**src/rtl/xs3_to_bin_seq_pkg.sv**
```systemverilog
// Shared constants, FSM state type and the result-width helper for the XS3 to binary converter.
package xs3_pkg;

  localparam logic [3:0] XS3_BIAS = 4'd3;
  localparam logic [3:0] XS3_MIN  = 4'd3;
  localparam logic [3:0] XS3_MAX  = 4'd12;

  typedef enum logic [1:0] {
    IDLE = 2'd0,
    CONV = 2'd1,
    DONE = 2'd2
  } xs3_state_t;

  // Bits needed to hold any n-digit decimal number, i.e. ceil(log2(10**n)).
  function automatic int clog2_pow10(input int n);
    longint unsigned p;
    int              b;
    p = 64'd1;
    for (int i = 0; i < n; i++) begin
      p = p * 64'd10;
    end
    b = 0;
    while ((64'd1 << b) < p) begin
      b++;
    end
    return b;
  endfunction

endpackage

```
**src/rtl/xs3_to_bin_seq_if.sv**
```systemverilog
// Word-in / result-out handshake bundle for the XS3 to binary converter.
interface xs3_to_bin_seq_if #(
  parameter int DIGITS = 4,
  parameter int BIN_W  = 14
);

  logic                  in_valid;
  logic                  in_ready;
  logic [4*DIGITS-1:0]   in_xs3;
  logic                  out_valid;
  logic                  out_ready;
  logic [BIN_W-1:0]      out_bin;
  logic                  out_err;

  // master: the environment feeding words and consuming results
  modport master (
    output in_valid, in_xs3, out_ready,
    input  in_ready, out_valid, out_bin, out_err
  );

  // slave: the converter itself
  modport slave (
    input  in_valid, in_xs3, out_ready,
    output in_ready, out_valid, out_bin, out_err
  );

endinterface

```
**src/rtl/xs3_to_bin_seq_digit_dec.sv**
```systemverilog
// Single XS3 digit decoder: value = code - 3 (4-bit wrap), invalid for codes outside 3..12.
// Purely combinational.
module xs3_digit_dec
  import xs3_pkg::*;
(
  input  logic [3:0] i_code,
  output logic [3:0] o_val,
  output logic       o_invalid
);

  assign o_val     = i_code - XS3_BIAS;
  assign o_invalid = (i_code < XS3_MIN) || (i_code > XS3_MAX);

endmodule

```
**src/rtl/xs3_to_bin_seq.sv**
```systemverilog
// Sequential multi-digit XS3 to binary converter, one digit per clock, MSD first; result DIGITS edges after accept.
// Result is held in DONE until out_ready; a new word may be accepted on the same edge the result is taken.
module xs3_to_bin_seq
  import xs3_pkg::*;
#(
  parameter int DIGITS      = 4,
  parameter int BIN_W       = 14,
  parameter bit CHECK_CODES = 1'b1
) (
  input  logic            clk,
  input  logic            rst_n,
  xs3_to_bin_seq_if.slave bus
);

  localparam int SR_W  = 4 * DIGITS;
  localparam int CNT_W = (DIGITS > 1) ? $clog2(DIGITS) : 1;
  localparam logic [CNT_W-1:0] LAST_CNT = CNT_W'(DIGITS - 1);

  generate
    if ((DIGITS < 1) || (DIGITS > 8)) begin : g_bad_digits
      $error("xs3_to_bin_seq: DIGITS must be within 1..8");
    end
    if (BIN_W < clog2_pow10(DIGITS)) begin : g_bad_bin_w
      $error("xs3_to_bin_seq: BIN_W too narrow for DIGITS decimal digits");
    end
  endgenerate

  xs3_state_t        r_state;
  xs3_state_t        w_state_nxt;
  logic [SR_W-1:0]   r_sreg;
  logic [BIN_W-1:0]  r_acc;
  logic [BIN_W-1:0]  r_out_bin;
  logic [CNT_W-1:0]  r_cnt;
  logic              r_err;
  logic              r_out_err;

  logic              w_load;
  logic              w_step;
  logic              w_last;
  logic              w_in_ready;
  logic              w_out_valid;
  logic [3:0]        w_dval;
  logic              w_dinv;
  logic              w_err_nxt;
  logic [BIN_W-1:0]  w_acc_nxt;

  xs3_digit_dec u_dec (
    .i_code    (r_sreg[SR_W-1 -: 4]),
    .o_val     (w_dval),
    .o_invalid (w_dinv)
  );

  // acc*10 as (acc<<3)+(acc<<1); wraps naturally at BIN_W bits
  assign w_acc_nxt = (r_acc << 3) + (r_acc << 1) + BIN_W'(w_dval);
  assign w_err_nxt = r_err | (CHECK_CODES & w_dinv);
  assign w_last    = (r_cnt == LAST_CNT);

  always_ff @(posedge clk or negedge rst_n) begin
    if (!rst_n) begin
      r_state <= IDLE;
    end else begin
      r_state <= w_state_nxt;
    end
  end

  always_comb begin
    w_state_nxt = r_state;
    w_in_ready  = 1'b0;
    w_out_valid = 1'b0;
    w_load      = 1'b0;
    w_step      = 1'b0;
    case (r_state)
      IDLE: begin
        w_in_ready = 1'b1;
        if (bus.in_valid) begin
          w_load      = 1'b1;
          w_state_nxt = CONV;
        end
      end
      CONV: begin
        w_step = 1'b1;
        if (w_last) begin
          w_state_nxt = DONE;
        end
      end
      DONE: begin
        w_out_valid = 1'b1;
        if (bus.out_ready) begin
          w_in_ready = 1'b1;
          if (bus.in_valid) begin
            w_load      = 1'b1;
            w_state_nxt = CONV;
          end else begin
            w_state_nxt = IDLE;
          end
        end
      end
      default: begin
        w_state_nxt = IDLE;
      end
    endcase
  end

  always_ff @(posedge clk or negedge rst_n) begin
    if (!rst_n) begin
      r_sreg    <= '0;
      r_acc     <= '0;
      r_cnt     <= '0;
      r_err     <= 1'b0;
      r_out_bin <= '0;
      r_out_err <= 1'b0;
    end else if (w_load) begin
      r_sreg <= bus.in_xs3;
      r_acc  <= '0;
      r_cnt  <= '0;
      r_err  <= 1'b0;
    end else if (w_step) begin
      r_sreg <= r_sreg << 4;
      r_acc  <= w_acc_nxt;
      r_cnt  <= r_cnt + 1'b1;
      r_err  <= w_err_nxt;
      // Result registers only move on entry to DONE
      if (w_last) begin
        r_out_bin <= w_err_nxt ? '0 : w_acc_nxt;
        r_out_err <= w_err_nxt;
      end
    end
  end

  assign bus.in_ready  = w_in_ready;
  assign bus.out_valid = w_out_valid;
  assign bus.out_bin   = r_out_bin;
  assign bus.out_err   = r_out_err;

endmodule

```
**src/flat_wrapper.sv**
```systemverilog
// flat-port wrapper written by rule: the top's interface ports become plain ports
module xs3_to_bin_seq_flat import xs3_pkg::*;
#(
  parameter int DIGITS      = 4,
  parameter int BIN_W       = 14,
  parameter bit CHECK_CODES = 1'b1
)
  (clk, rst_n, bus_in_valid, bus_in_xs3, bus_out_ready, bus_in_ready, bus_out_valid, bus_out_bin, bus_out_err);
  xs3_to_bin_seq_if #(.DIGITS(DIGITS), .BIN_W(BIN_W)) bus_i ();
  input  logic clk;
  input  logic rst_n;
  input wire logic [$bits(bus_i.in_valid)-1:0] bus_in_valid;
  input wire logic [$bits(bus_i.in_xs3)-1:0] bus_in_xs3;
  input wire logic [$bits(bus_i.out_ready)-1:0] bus_out_ready;
  output wire logic [$bits(bus_i.in_ready)-1:0] bus_in_ready;
  output wire logic [$bits(bus_i.out_valid)-1:0] bus_out_valid;
  output wire logic [$bits(bus_i.out_bin)-1:0] bus_out_bin;
  output wire logic [$bits(bus_i.out_err)-1:0] bus_out_err;
  assign bus_i.in_valid = bus_in_valid;
  assign bus_i.in_xs3 = bus_in_xs3;
  assign bus_i.out_ready = bus_out_ready;
  assign bus_in_ready = bus_i.in_ready;
  assign bus_out_valid = bus_i.out_valid;
  assign bus_out_bin = bus_i.out_bin;
  assign bus_out_err = bus_i.out_err;
  xs3_to_bin_seq #(.DIGITS(DIGITS), .BIN_W(BIN_W), .CHECK_CODES(CHECK_CODES)) u_core (.clk(clk), .rst_n(rst_n), .bus(bus_i));
endmodule
```
**config.mk**
```make
export PLATFORM = sky130hd
export DESIGN_NAME = xs3_to_bin_seq_flat
export DESIGN_NICKNAME = d
export VERILOG_FILES = /design/src/rtl/xs3_to_bin_seq_pkg.sv /design/src/rtl/xs3_to_bin_seq_if.sv /design/src/rtl/xs3_to_bin_seq_digit_dec.sv /design/src/rtl/xs3_to_bin_seq.sv /design/src/flat_wrapper.sv
export SDC_FILE = /design/constraint.sdc
export NUM_CORES = 1
export LEC_CHECK = 0
export BUFFER_PORTS_ARGS = -buffer_cell sky130_fd_sc_hd__buf_2
export CORE_ASPECT_RATIO = 0.75
export CORE_MARGIN = 3
export CORE_UTILIZATION = 52
export DETAILED_ROUTE_END_ITERATION = 16
export PLACE_DENSITY = 0.8
export SETUP_SLACK_MARGIN = 0.05
export SLEW_MARGIN = 5
export SYNTH_ARGS = -nofsm -noshare
export SYNTH_HDL_FRONTEND = slang
export SYNTH_HIERARCHICAL = 1
export SYNTH_SLANG_ARGS = --single-unit
```
**constraint.sdc**
```tcl
create_clock -name clk -period 2.8 [get_ports clk]
set_clock_uncertainty 0.1 [all_clocks]
set_input_delay 0.56 -clock clk [delete_from_list [all_inputs] [get_ports clk]]
set_output_delay 0.56 -clock clk [all_outputs]
set_load 0.03 [all_outputs]
```
==> impl_metrics.ini <==
[run_status]
status = finished with violations
violations = setup timing

[hold_path]
min_path_type = in2async

[final_layout]
drive_gt1_share_pct = 26.17
fillers = 372
fin_area_sq_mm = 0.003212
area_growth_syn_to_layout_pct = 19.84
utilization_pct = 68.29
diodes = 0
final_nets = 367

[cts]
path_clk_slew_ns = 0.09
htree_levels = 2
cts_tree = done
clock_path_buffers = 2
cts_buffers = 5
root_buffer = clkbuf_8
cts_sinks = 49
clock_latency_ns = 0.31
ctsHoldBuffers = 0

[yosys]
synthTopCellsByCount = nand2_1, dfrtp_1, ha_1
yosys_warnings = 6
synth_seq_area_share_pct = 45.75
async_flop_share_pct = 100.0
synthFlopType = dfrtp_1
synth-seq-cells = 49
netlist_instances = 273
syn_area_sq_mm = 0.002680
synthesis.nets = 320
synth_edf_count = 0
synth.distinct_cells = 36
yosys-top-cells-area = dfrtp_1, ha_1, nand2_1
syn_avg_cell_area_sq_um = 9.817
yosysMostFrequentCell = nand2_1
synth_area_leader_cell = dfrtp_1
synth.top_cell.area_share_pct = 45.75

[worst_setup_path]
start_kind = register
rr_worst_depth = 12
arrival_ns = 3.08
reg2reg_to = u_core/bus.out_bin[8]
crit_path_end_kind = register
reg2reg_from = u_core/r_sreg[13]
worstSetupPathType = reg2reg
required_ns = 2.95
reg2reg_slack_ns = -0.14
worstPathMaxFanout = 3
crit_start = u_core/r_sreg[13]

[die]
rows = 21
die_w_um = 88.90
die_area_sq_mm = 0.006060
start_util_pct = 56.98
ios = 37
core_area_sq_mm = 0.004703
die_h_um = 68.18

[detailed_routing]
drc_errors = 0
wirelength_um = 6140
drt_first_iter_violations = 146
ant_nets = 0
num_vias = 2194
dr.pass1.iters = 4
post_drt_wl_per_cell_um = 16.24
post_drt_via_cell_ratio = 5.804

[timing]
timing_hold_violations_final = 0
setup_slack_ns = -0.1367
drv_slew = 0
fin_crit_sh_pct = 104.9
worst_pin_slew_ns = 1.035
fmax_mhz = 340.5
slew_headroom_pct = 30.63
finalCriticalPeriod_ns = 2.937
setup_violations = 11
setup_tns_ns = -0.8397
rsz0062_at_grt = true

[placed_design]
place.gp.congestion = 0.8939
port_buffers = 36
dp_hpwl_um = 4242
placed_area_sq_mm = 0.002969

[grt]
grt_antenna_before_repair = 0
track_usage_pct = 21.30
grt.overflow.total = 0
grt_pass1_wl_um = 9735
grt_max_degree = 50
first_global_vias = 2005

[flow_run]
maxCapViolCount = 0
-- worst max-delay path by stage --
stage | end | depth (start not counted) | slack [ns]
final | u_core/bus.out_bin[8] | 12 | -0.14
after global routing | u_core/bus.out_bin[8] | 12 | -0.25
after CTS | u_core/bus.out_bin[11] | 11 | -0.07
after detailed placement | u_core/bus.out_bin[11] | 11 | -0.15
after global placement | u_core/bus.out_bin[11] | 11 | -0.08
after floorplan | u_core/bus.out_bin[9] | 11 | 0.03
-- stage by stage --
stage / hold slack [ns] / setup WS, ns / cells
4_1_cts: 0.2580 / -0.06700 / 376
3_3_place_gp: 0.3580 / -0.08082 / 365
2_1_floorplan: 0.1644 / 0.02810 / 273
3_5_place_dp: 0.3648 / -0.1494 / 365
5_1_grt: 0.2862 / -0.2492 / 378
6_report: 0.2294 / -0.1367 / 378
-- flip-flops by register name, summed over array words and instances (netlist names) --
| register | count |
|---|---|
| u_core/bus.out_bin | 14 |
| u_core/bus.out_err | 1 |
| u_core/r_acc | 13 |
| u_core/r_cnt | 2 |
| u_core/r_err | 1 |
| u_core/r_sreg | 16 |
| u_core/r_state | 2 |
-- placed cells by master (no fill, tap or decap), types with 4 or more instances in the layout --
master | Yosys | layout
a21o_1 | 5 | 5
a21oi_1 | 18 | 14
a21oi_2 | 0 | 4
a22o_1 | 10 | 10
a22oi_1 | 11 | 11
a32o_1 | 5 | 5
and3_1 | 4 | 4
buf_2 | 4 | 36
buf_4 | 0 | 15
clkbuf_8 | 0 | 6
dfrtp_1 | 49 | 49
ha_1 | 25 | 23
inv_1 | 12 | 12
nand2_1 | 57 | 56
nand3_1 | 4 | 4
nor2_1 | 9 | 9
o21ai_0 | 12 | 10
or3_1 | 6 | 4
xnor2_1 | 6 | 5
-- metal layers --
layer | routed length [um] | part of all wire, % | global-route usage [%]
met1 | 2901 | 47 | 30.69
met2 | 2713 | 44 | 32.04
met3 | 430 | 7.0 | 3.610
met4 | 94 | 1.5 | 8.302
met5 | 0 | 0 | 0
-- area by class of cell --
type | instances | area, sq um | area share, %
Multi-Input combinational cell | 201 | 1456 | 45.34
Sequential cell | 49 | 1226 | 38.18
Tap cell | 57 | 71.32 | 2.220
Timing Repair Buffer | 51 | 292.8 | 9.116
Inverter | 12 | 45.04 | 1.402
Clock buffer | 6 | 82.58 | 2.571
Clock inverter | 2 | 37.54 | 1.169
-- timing repair --
item,CTS,global route
endpoints found under the setup margin,9,15
hold endpoints to repair,0,0
pin swaps,3,5
resized for setup,11,10
setup buffers,3,2
-- worst max-delay path, cell delays in order, from the launching register on --
cell      delay, ns
dfrtp_1        0.41
a21oi_2        0.15
xor2_1         0.14
inv_1          0.06
fa_1           0.46
buf_4          0.16
fa_2           0.38
nand2b_4       0.15
a21o_1         0.23
buf_4          0.15
nand2_1        0.06
xor2_1         0.24
a22o_1         0.17
-- cells by family after synthesis --
family	share of synthesized area [%]
flip-flops	45.75
buffers and inverters	3.408
adder cells (fa/ha/maj)	13.17
AO/OA/AOI/OAI	19.84
XOR/XNOR	2.941
AND/OR/NAND/NOR	14.89
Power is not shown: default switching activity piles up to over one toggle a cycle in this logic, so the estimate is an artifact.
